<file path="src/rtl/pearson_pkg.sv">
// Shared types, the Pearson permutation table and the single-round helper
// used by the Pearson hash engine and its testbench.
package pearson_pkg;

   typedef enum logic [1:0] {
      IDLE = 2'd0,
      HASH = 2'd1,
      DONE = 2'd2
   } pearson_state_t;

   // Affine permutation T[i] = (3*i + 7) mod 256 with entries 172 and 212 exchanged.
   localparam logic [7:0] PEARSON_T [0:255] = '{
      8'd7,   8'd10,  8'd13,  8'd16,  8'd19,  8'd22,  8'd25,  8'd28,  8'd31,  8'd34,  8'd37,  8'd40,  8'd43,  8'd46,  8'd49,  8'd52,
      8'd55,  8'd58,  8'd61,  8'd64,  8'd67,  8'd70,  8'd73,  8'd76,  8'd79,  8'd82,  8'd85,  8'd88,  8'd91,  8'd94,  8'd97,  8'd100,
      8'd103, 8'd106, 8'd109, 8'd112, 8'd115, 8'd118, 8'd121, 8'd124, 8'd127, 8'd130, 8'd133, 8'd136, 8'd139, 8'd142, 8'd145, 8'd148,
      8'd151, 8'd154, 8'd157, 8'd160, 8'd163, 8'd166, 8'd169, 8'd172, 8'd175, 8'd178, 8'd181, 8'd184, 8'd187, 8'd190, 8'd193, 8'd196,
      8'd199, 8'd202, 8'd205, 8'd208, 8'd211, 8'd214, 8'd217, 8'd220, 8'd223, 8'd226, 8'd229, 8'd232, 8'd235, 8'd238, 8'd241, 8'd244,
      8'd247, 8'd250, 8'd253, 8'd0,   8'd3,   8'd6,   8'd9,   8'd12,  8'd15,  8'd18,  8'd21,  8'd24,  8'd27,  8'd30,  8'd33,  8'd36,
      8'd39,  8'd42,  8'd45,  8'd48,  8'd51,  8'd54,  8'd57,  8'd60,  8'd63,  8'd66,  8'd69,  8'd72,  8'd75,  8'd78,  8'd81,  8'd84,
      8'd87,  8'd90,  8'd93,  8'd96,  8'd99,  8'd102, 8'd105, 8'd108, 8'd111, 8'd114, 8'd117, 8'd120, 8'd123, 8'd126, 8'd129, 8'd132,
      8'd135, 8'd138, 8'd141, 8'd144, 8'd147, 8'd150, 8'd153, 8'd156, 8'd159, 8'd162, 8'd165, 8'd168, 8'd171, 8'd174, 8'd177, 8'd180,
      8'd183, 8'd186, 8'd189, 8'd192, 8'd195, 8'd198, 8'd201, 8'd204, 8'd207, 8'd210, 8'd213, 8'd216, 8'd219, 8'd222, 8'd225, 8'd228,
      8'd231, 8'd234, 8'd237, 8'd240, 8'd243, 8'd246, 8'd249, 8'd252, 8'd255, 8'd2,   8'd5,   8'd8,   8'd131, 8'd14,  8'd17,  8'd20,
      8'd23,  8'd26,  8'd29,  8'd32,  8'd35,  8'd38,  8'd41,  8'd44,  8'd47,  8'd50,  8'd53,  8'd56,  8'd59,  8'd62,  8'd65,  8'd68,
      8'd71,  8'd74,  8'd77,  8'd80,  8'd83,  8'd86,  8'd89,  8'd92,  8'd95,  8'd98,  8'd101, 8'd104, 8'd107, 8'd110, 8'd113, 8'd116,
      8'd119, 8'd122, 8'd125, 8'd128, 8'd11,  8'd134, 8'd137, 8'd140, 8'd143, 8'd146, 8'd149, 8'd152, 8'd155, 8'd158, 8'd161, 8'd164,
      8'd167, 8'd170, 8'd173, 8'd176, 8'd179, 8'd182, 8'd185, 8'd188, 8'd191, 8'd194, 8'd197, 8'd200, 8'd203, 8'd206, 8'd209, 8'd212,
      8'd215, 8'd218, 8'd221, 8'd224, 8'd227, 8'd230, 8'd233, 8'd236, 8'd239, 8'd242, 8'd245, 8'd248, 8'd251, 8'd254, 8'd1,   8'd4
   };

   function automatic logic [7:0] pearson_round(input logic [7:0] h, input logic [7:0] b);
      return PEARSON_T[h ^ b];
   endfunction

endpackage

</file>
<file path="src/rtl/pearson_seq_ctrl_lut.sv">
// Single shared Pearson table lookup: purely combinational 8-bit address to 8-bit value.
module pearson_round_lut
   import pearson_pkg::*;
(
   input  logic [7:0] addr,
   output logic [7:0] data
);

   assign data = PEARSON_T[addr];

endmodule

</file>
<file path="src/rtl/pearson_seq_ctrl.sv">
// Byte-serial Pearson hash engine: one table round per clock through a single shared lookup.
// Handshakes: a transfer happens on a rising edge where valid && ready; valid must hold until then.
module pearson_seq_ctrl
   import pearson_pkg::*;
#(
   parameter int         KEY_BYTES = 8,
   parameter logic [7:0] INIT_HASH = 8'h00,
   parameter int         LEN_W     = 4
)
(
   input  logic                   clk,
   input  logic                   rst,
   input  logic                   in_valid,
   output logic                   in_ready,
   input  logic [8*KEY_BYTES-1:0] in_key,
   input  logic [LEN_W-1:0]       in_len,
   output logic                   out_valid,
   input  logic                   out_ready,
   output logic [7:0]             out_hash,
   output logic                   busy,
   output pearson_state_t         dbg_state
);

   localparam int               IDX_W   = (KEY_BYTES > 1) ? $clog2(KEY_BYTES) : 1;
   localparam logic [LEN_W-1:0] MAX_LEN = LEN_W'(KEY_BYTES);

   pearson_state_t         state, next_state;
   logic [8*KEY_BYTES-1:0] key_q;
   logic [LEN_W-1:0]       len_q, eff_len;
   logic [IDX_W-1:0]       idx_q;
   logic [7:0]             h_q, hash_q, key_byte, lut_addr, lut_data;
   logic                   accept, last_byte;

   pearson_round_lut u_lut (
      .addr (lut_addr),
      .data (lut_data)
   );

   always_comb begin
      eff_len = in_len;
      if (in_len == '0 || in_len > MAX_LEN) eff_len = MAX_LEN;
   end

   always_comb begin
      key_byte = '0;
      for (int i = 0; i < KEY_BYTES; i++) begin
         if (idx_q == IDX_W'(i)) key_byte = key_q[8*i +: 8];
      end
   end

   assign lut_addr  = h_q ^ key_byte;
   assign last_byte = (LEN_W'(idx_q) == len_q - LEN_W'(1));
   assign accept    = in_valid && in_ready;

   always_ff @(posedge clk) begin
      if (rst) state <= IDLE;
      else     state <= next_state;
   end

   always_comb begin
      next_state = state;
      in_ready   = 1'b0;
      out_valid  = 1'b0;
      busy       = 1'b0;
      case (state)
         IDLE: begin
            in_ready = 1'b1;
            if (in_valid) next_state = HASH;
         end
         HASH: begin
            busy = 1'b1;
            if (last_byte) next_state = DONE;
         end
         DONE: begin
            busy      = 1'b1;
            out_valid = 1'b1;
            if (out_ready) next_state = IDLE;
         end
         default: next_state = IDLE;
      endcase
   end

   // idx holds at len-1 on the final round so it never wraps.
   always_ff @(posedge clk) begin
      if (rst) begin
         key_q  <= '0;
         len_q  <= '0;
         idx_q  <= '0;
         h_q    <= '0;
         hash_q <= '0;
      end else if (accept) begin
         key_q <= in_key;
         len_q <= eff_len;
         idx_q <= '0;
         h_q   <= INIT_HASH;
      end else if (state == HASH) begin
         h_q <= lut_data;
         if (last_byte) hash_q <= lut_data;
         else           idx_q  <= idx_q + IDX_W'(1);
      end
   end

   assign out_hash  = hash_q;
   assign dbg_state = state;

endmodule

</file>
<file path="config.mk">
export PLATFORM = sky130hd
export DESIGN_NAME = pearson_seq_ctrl
export DESIGN_NICKNAME = d
export VERILOG_FILES = /design/src/rtl/pearson_pkg.sv /design/src/rtl/pearson_seq_ctrl_lut.sv /design/src/rtl/pearson_seq_ctrl.sv
export SDC_FILE = /design/constraint.sdc
export NUM_CORES = 1
export LEC_CHECK = 0
export CAP_MARGIN = 20
export CORE_MARGIN = 2
export CORE_UTILIZATION = 30
export CTS_BUF_LIST = sky130_fd_sc_hd__clkbuf_4
export CTS_CLUSTER_SIZE = 30
export DETAILED_ROUTE_END_ITERATION = 10
export SLEW_MARGIN = 0
export SYNTH_ARGS = -nofsm -noshare
export SYNTH_HDL_FRONTEND = slang
export SYNTH_SLANG_ARGS = --single-unit
</file>
<file path="constraint.sdc">
create_clock -name clk -period 3.9 [get_ports clk]
set_clock_uncertainty 0.15 [all_clocks]
set_input_delay 0.585 -clock clk [delete_from_list [all_inputs] [get_ports clk]]
set_output_delay 0.585 -clock clk [all_outputs]
set_load 0.01 [all_outputs]
</file>
==> results.toml, run 1 <==
[status]
status = "finished clean"

[power]
vdd_drop_max_mv = 0.162
p_comb_share_pct = 31.7
internal_power_mw = 1.60
power_frac_clock_pct = 25.0
switching_power_uw = 837
leakage_nw = 2.25
switching_share_pct = 34.3
p_per_area_nw_per_um2 = 404
seqPwrFrac_pct = 43.3

[final_layout]
nNetsFinal = 781
num-fill-cells = 1609
area_growth_pct = 26.7
drive_gt1_share_pct = 9.44
multi_input_area_um2 = 2720
fin_cells = 916
fin_area_um2 = 6040
seq_area_um2 = 1780

[floorplanning]
ios = 85
num_rows = 46
initial_utilization_pct = 30.4
die_h_um = 130
die_x_um = 130
die-area_um2 = 16900
core-area_um2 = 15700

[timing]
post-route-min-period_ns = 3.63
period_share_pct = 93.2
hold_viol_final = 0
tightest_slew_ns = 0.822
fmax_mhz = 275
hold_ws_ns = 0.316
setup_viol = 0
slew_headroom_pct = 45.2
tns_ns = 0
maxSlewViolCount = 0
rsz0062_at_grt = "no"

[clock_network]
cts_root_buf = "clkbuf_4"
cts_buffer_depth = 2
cts_tree = "built"
ctsHoldBuffers = 0
post_cts_resize_count = 0
cts_buffers = 9
cts_sinks = 89
clk_latency_ns = 0.48
cts.clk_slew.worst_paths_ns = 0.15
htreeDepth = 3
post_cts_buffers = 0

[logic_synthesis]
synthTopCellsByArea = "dfxtp_1 (37%), nand2_1 (12%), a21oi_1 (9.7%)"
synth_seq_area_share_pct = 37.4
yosysMostFrequentCell = "nand2_1"
ys_seq_elements = 89
synthCells = 616
synth_warnings = 0
syn_area_um2 = 4770
syn_area_per_cell_um2 = 7.74
async_reset_ff_share_pct = 0
synth_commonest_cells = "nand2_1 (148), a21oi_1 (92), dfxtp_1 (89)"
ys_types = 67
netlist.area_leader.share_pct = 37.4
syn_nets = 703
synthFlopType = "dfxtp_1"
yosysTopAreaCell = "dfxtp_1"
synth_edf_count = 0

[placement]
io_buffers = 84
place_area_um2 = 5870
gp_congestion = 0.922
dp.cells = 899
post-dp-hpwl_um = 10700

[grt]
grt_pass1_wl_um = 22500
antenna_found_initial = 1
grt_overflow_total = 0
grt_pass1_vias = 4498
grt_max_degree = 81
grtUsageTotal_pct = 17.2

[setup_path]
crit_path_top_delay_cell = "a221oi_1"
max_stage_delay_ns = 0.47
path_max_fanout = 14
startpoint_type = "flop"
critPathRequiredTime_ns = 4.17
end_kind = "flop"
crit_chain = "inv_1 > ha_1 > buf_4 > or2_1 > a221oi_1 > o31ai_1 > a211o_1 > nor4b_1 > o21ai_1 > mux2_4 > a211oi_2"
path_class = "reg -> reg"
arrival_ns = 3.90

[drt]
detail-route-antenna-nets = 0
wire_per_inst_um = 15.3
drt_first_pass_iters = 5
drc = 0
viasPerCell = 5.03
drt_iter0_markers = 268
wl_um = 14000
vias = 4607

[flow_run]
max_cap_viol_count = 0

[hold_path]
min_path_type = "reg -> reg"
==> cells by family (layout without fill, tap and decap cells) <==
family,Yosys count,count (layout),synth area share (%)
adder cells (fa/ha/maj),15,15,3.93
AND/OR/NAND/NOR,264,264,26.4
buffers and inverters,62,145,5.61
flip-flops,89,89,37.4
XOR/XNOR,11,11,2.02
multiplexers,8,8,1.84
AO/OA/AOI/OAI,167,167,22.8
other,0,1,0
==> power by group through the flow <==
stage	Combinational [mW]	Sequential [mW]	Clock, mW
2_1_floorplan	0.521	1.05	0
3_3_place_gp	0.768	1.08	0
3_5_place_dp	0.773	1.08	0
4_1_cts	0.776	1.06	0.628
5_1_grt	0.862	1.06	0.656
6_report	0.774	1.06	0.610
==> state kept, by name, indices dropped and copies added, names as in the netlist <==
register and cells:
key_q 64, idx_q 3, out_hash 8, dbg_state 2
h_q 8, len_q 4
==> routing by layer <==
| metal | GRT usage [%] | vias to the layer above | share of wire, % |
|---|---|---|---|
| li1 | - | 2298 | - |
| met1 | 21.2 | 2178 | 45 |
| met2 | 29.5 | 114 | 48 |
| met3 | 4.18 | 17 | 4.5 |
| met4 | 5.31 | 0 | 1.7 |
| met5 | 0 | - | 0 |
==> worst paths after layout <==
path	start	to	slack [ns]	cells past startpoint
setup / recovery	idx_q[0]$_SDFFE_PP0P_	out_hash[0]$_SDFFE_PP0P_	0.27	11
hold / removal	out_hash[1]$_SDFFE_PP0P_	out_hash[1]$_SDFFE_PP0P_	0.32	2
setup reg to reg	idx_q[0]$_SDFFE_PP0P_	out_hash[0]$_SDFFE_PP0P_	0.27	11
hold reg to reg	out_hash[1]$_SDFFE_PP0P_	out_hash[1]$_SDFFE_PP0P_	0.32	2
==> cell usage in the layout (no fill, tap or decap), types with 3 or more instances in the layout <==
cell type,synthesis,layout
nand2_1,148,147
a211oi_1,4,4
mux2i_1,5,5
or2_2,4,4
o211ai_1,3,3
nor3_1,5,5
nor3b_1,6,6
clkdlybuf4s50_1,0,83
nor2b_1,9,9
inv_1,19,19
o21ai_0,8,8
o31ai_1,3,3
and3b_1,3,3
nand2b_1,10,10
clkbuf_4,0,9
a211o_1,4,4
o21ai_1,9,9
nand3_1,17,17
a31oi_1,4,4
a221oi_1,6,6
o221ai_1,3,3
xnor2_1,9,9
nand3b_1,15,15
a21oi_1,92,92
a211oi_2,5,5
dfxtp_1,89,89
and3_1,4,4
buf_4,2,25
nor2_1,25,25
ha_1,15,15
a221o_1,4,4
==> worst max-delay path: cells and delay by family, from the launching register on <==
kind / cells / cell delay, ns
AO/OA/AOI/OAI: 5 / 1.38
adder cells (fa/ha/maj): 1 / 0.32
buffers and inverters: 2 / 0.34
flip-flops: 1 / 0.44
multiplexers: 1 / 0.32
AND/OR/NAND/NOR: 2 / 0.61
==> per-stage QoR <==
| stage | total power, mW | util [%] | setup WS, ns |
|---|---|---|---|
| 4_1_cts | 2.46 | 38.4 | 0.332 |
| 3_3_place_gp | 1.84 | 37.4 | 0.307 |
| 6_report | 2.44 | 38.5 | 0.267 |
| 2_1_floorplan | 1.57 | - | 0.686 |
| 5_1_grt | 2.58 | 38.5 | 0.0132 |
| 3_5_place_dp | 1.85 | 37.4 | 0.344 |
==> cell type report <==
type,count,area share (%)
multi-input combinational,465,45.1
sequential,89,29.5
timing repair buffer,109,16.9
tap,216,4.47
clock inverter,7,1.64
inverter,20,1.24
clock buffer,9,1.12
antenna,1,0.0414
Note: power is estimated with default switching activity, not from simulation.
==> run 2, diff against run 1 <==
- CORE_ASPECT_RATIO: not set -> 1.75
- GPL_ROUTABILITY_DRIVEN: not set -> 0
- SETUP_SLACK_MARGIN: not set -> 0.4
==> results.toml, run 2 (synthesis gave the netlist of run 1 again) <==
[grt]
grt_pass1_wl_um = 21800
grtUsageTotal_pct = 16.3
grt_overflow_total = 0
grt_pass1_vias = 4485
antenna_found_initial = 1
grt_max_degree = 68

[clock_network]
cts_root_buf = "clkbuf_4"
clk_latency_ns = 0.47
cts_sinks = 89
ctsHoldBuffers = 0
cts.clk_slew.worst_paths_ns = 0.14
cts_buffer_depth = 2
cts_tree = "built"
cts_buffers = 9
htreeDepth = 3

[timing]
hold_viol_final = 0
maxSlewViolCount = 0
rsz0062_at_grt = "no"
fmax_mhz = 289
slew_headroom_pct = 55.8
period_share_pct = 88.8
post-route-min-period_ns = 3.46
setup_viol = 0
tightest_slew_ns = 0.663
tns_ns = 0

[final_layout]
area_growth_pct = 26.2
layout_common_cells = "nand2_1 (147), a21oi_1 (91), dfxtp_1 (87)"
nNetsFinal = 774
fin_cells = 882
final_common_cell = "nand2_1"
drive_gt1_share_pct = 11.0
largest_reg_flops = 64
top_register = "key_q"

[setup_path]
critPathRequiredTime_ns = 4.13
crit_chain = "inv_1 > ha_4 > buf_4 > nor3b_1 > o311ai_1 > o221ai_1 > xor2_2 > nor2_1 > nand3_1 > mux2_1 > o311a_1 > a211oi_2"
arrival_ns = 3.69
cp.buffers_inverters = 2
path_max_fanout = 21
startpoint_type = "flop"
path_class = "reg -> reg"
path_delay_family = "compound AO/OA/AOI/OAI gates"
regToRegSetupSlack_ns = 0.44
end_kind = "flop"
max_stage_delay_ns = 0.40
crit_path_top_delay_cell = "dfxtp_4"

[drt]
wire_per_inst_um = 15.9
drc = 0
drt_iter0_markers = 229
detail-route-antenna-nets = 0
viasPerCell = 5.19
vias = 4576
wl_um = 14000
drt_first_pass_iters = 7

[power]
vdd_drop_max_mv = 0.121
p_per_area_nw_per_um2 = 383
leakage_nw = 2.20

[placement]
post-dp-hpwl_um = 10900
dp.cells = 860
io_buffers = 84

[floorplanning]
ios = 85
initial_utilization_pct = 30.3
core-area_um2 = 15700
die_h_um = 171
die-area_um2 = 17000
die_x_um = 99.3
num_rows = 61

[flow_run]
max_cap_viol_count = 0

[status]
status = "finished clean"

[hold_path]
min_path_type = "reg -> reg"
[run 2: layout make-up]
cell class / instances / area, um2
antenna: 1 / 2.50
clock buffer: 10 / 75.1
tap: 189 / 236
fill: 1637 / 9700
multi-input combinational: 465 / 2830
sequential: 89 / 1790
inverter: 20 / 75.1
timing repair buffer: 102 / 971
clock inverter: 6 / 42.5
[run 2: worst paths after layout]
kind                                          startpoint                        to  cells past startpoint
worst min-delay path            out_hash[2]$_SDFFE_PP0P_  out_hash[2]$_SDFFE_PP0P_                      2
worst max register to register     idx_q[1]$_SDFFE_PP0P_  out_hash[3]$_SDFFE_PP0P_                     12
worst min register to register  out_hash[2]$_SDFFE_PP0P_  out_hash[2]$_SDFFE_PP0P_                      2
worst max-delay path               idx_q[1]$_SDFFE_PP0P_  out_hash[3]$_SDFFE_PP0P_                     12
[run 2: metal layers]
| metal | GRT usage (%) | vias to the layer above | wire length [um] |
|---|---|---|---|
| met4 | 8.87 | 0 | 613 |
| met2 | 31.5 | 120 | 7920 |
| met5 | 0 | - | 0 |
| li1 | - | 2279 | - |
| met3 | 2.78 | 44 | 388 |
| met1 | 16.0 | 2133 | 5080 |
[run 2: through the flow]
step	power, mW	util [%]	area [um2]	setup WS, ns	hold slack, ns
2_1_floorplan	1.57	-	4770	0.686	0.281
3_3_place_gp	1.80	36.6	5750	0.391	0.297
3_5_place_dp	1.82	36.6	5750	0.297	0.302
4_1_cts	2.29	37.6	5910	0.417	0.313
5_1_grt	2.44	38.3	6020	0.364	0.319
6_report	2.31	38.3	6020	0.435	0.320
[run 2: what timing repair did]
action                                  4_1_cts  5_1_grt
endpoints found under the setup margin       10       12
gates resized for setup                       6       16
setup buffers                                 2        3
pin swaps                                     2        3
[run 2: worst min-delay path, delay by kind of cell (launching register included)]
family	cells	cell delay [ns]
simple gates	1	0.05
flops	1	0.34
compound gates	1	0.05
[run 2: power by group]
part	internal [mW]	switching, mW	total [mW]
clock network	0.139	0.321	0.460
logic	0.354	0.433	0.786
registers	0.990	0.0689	1.06
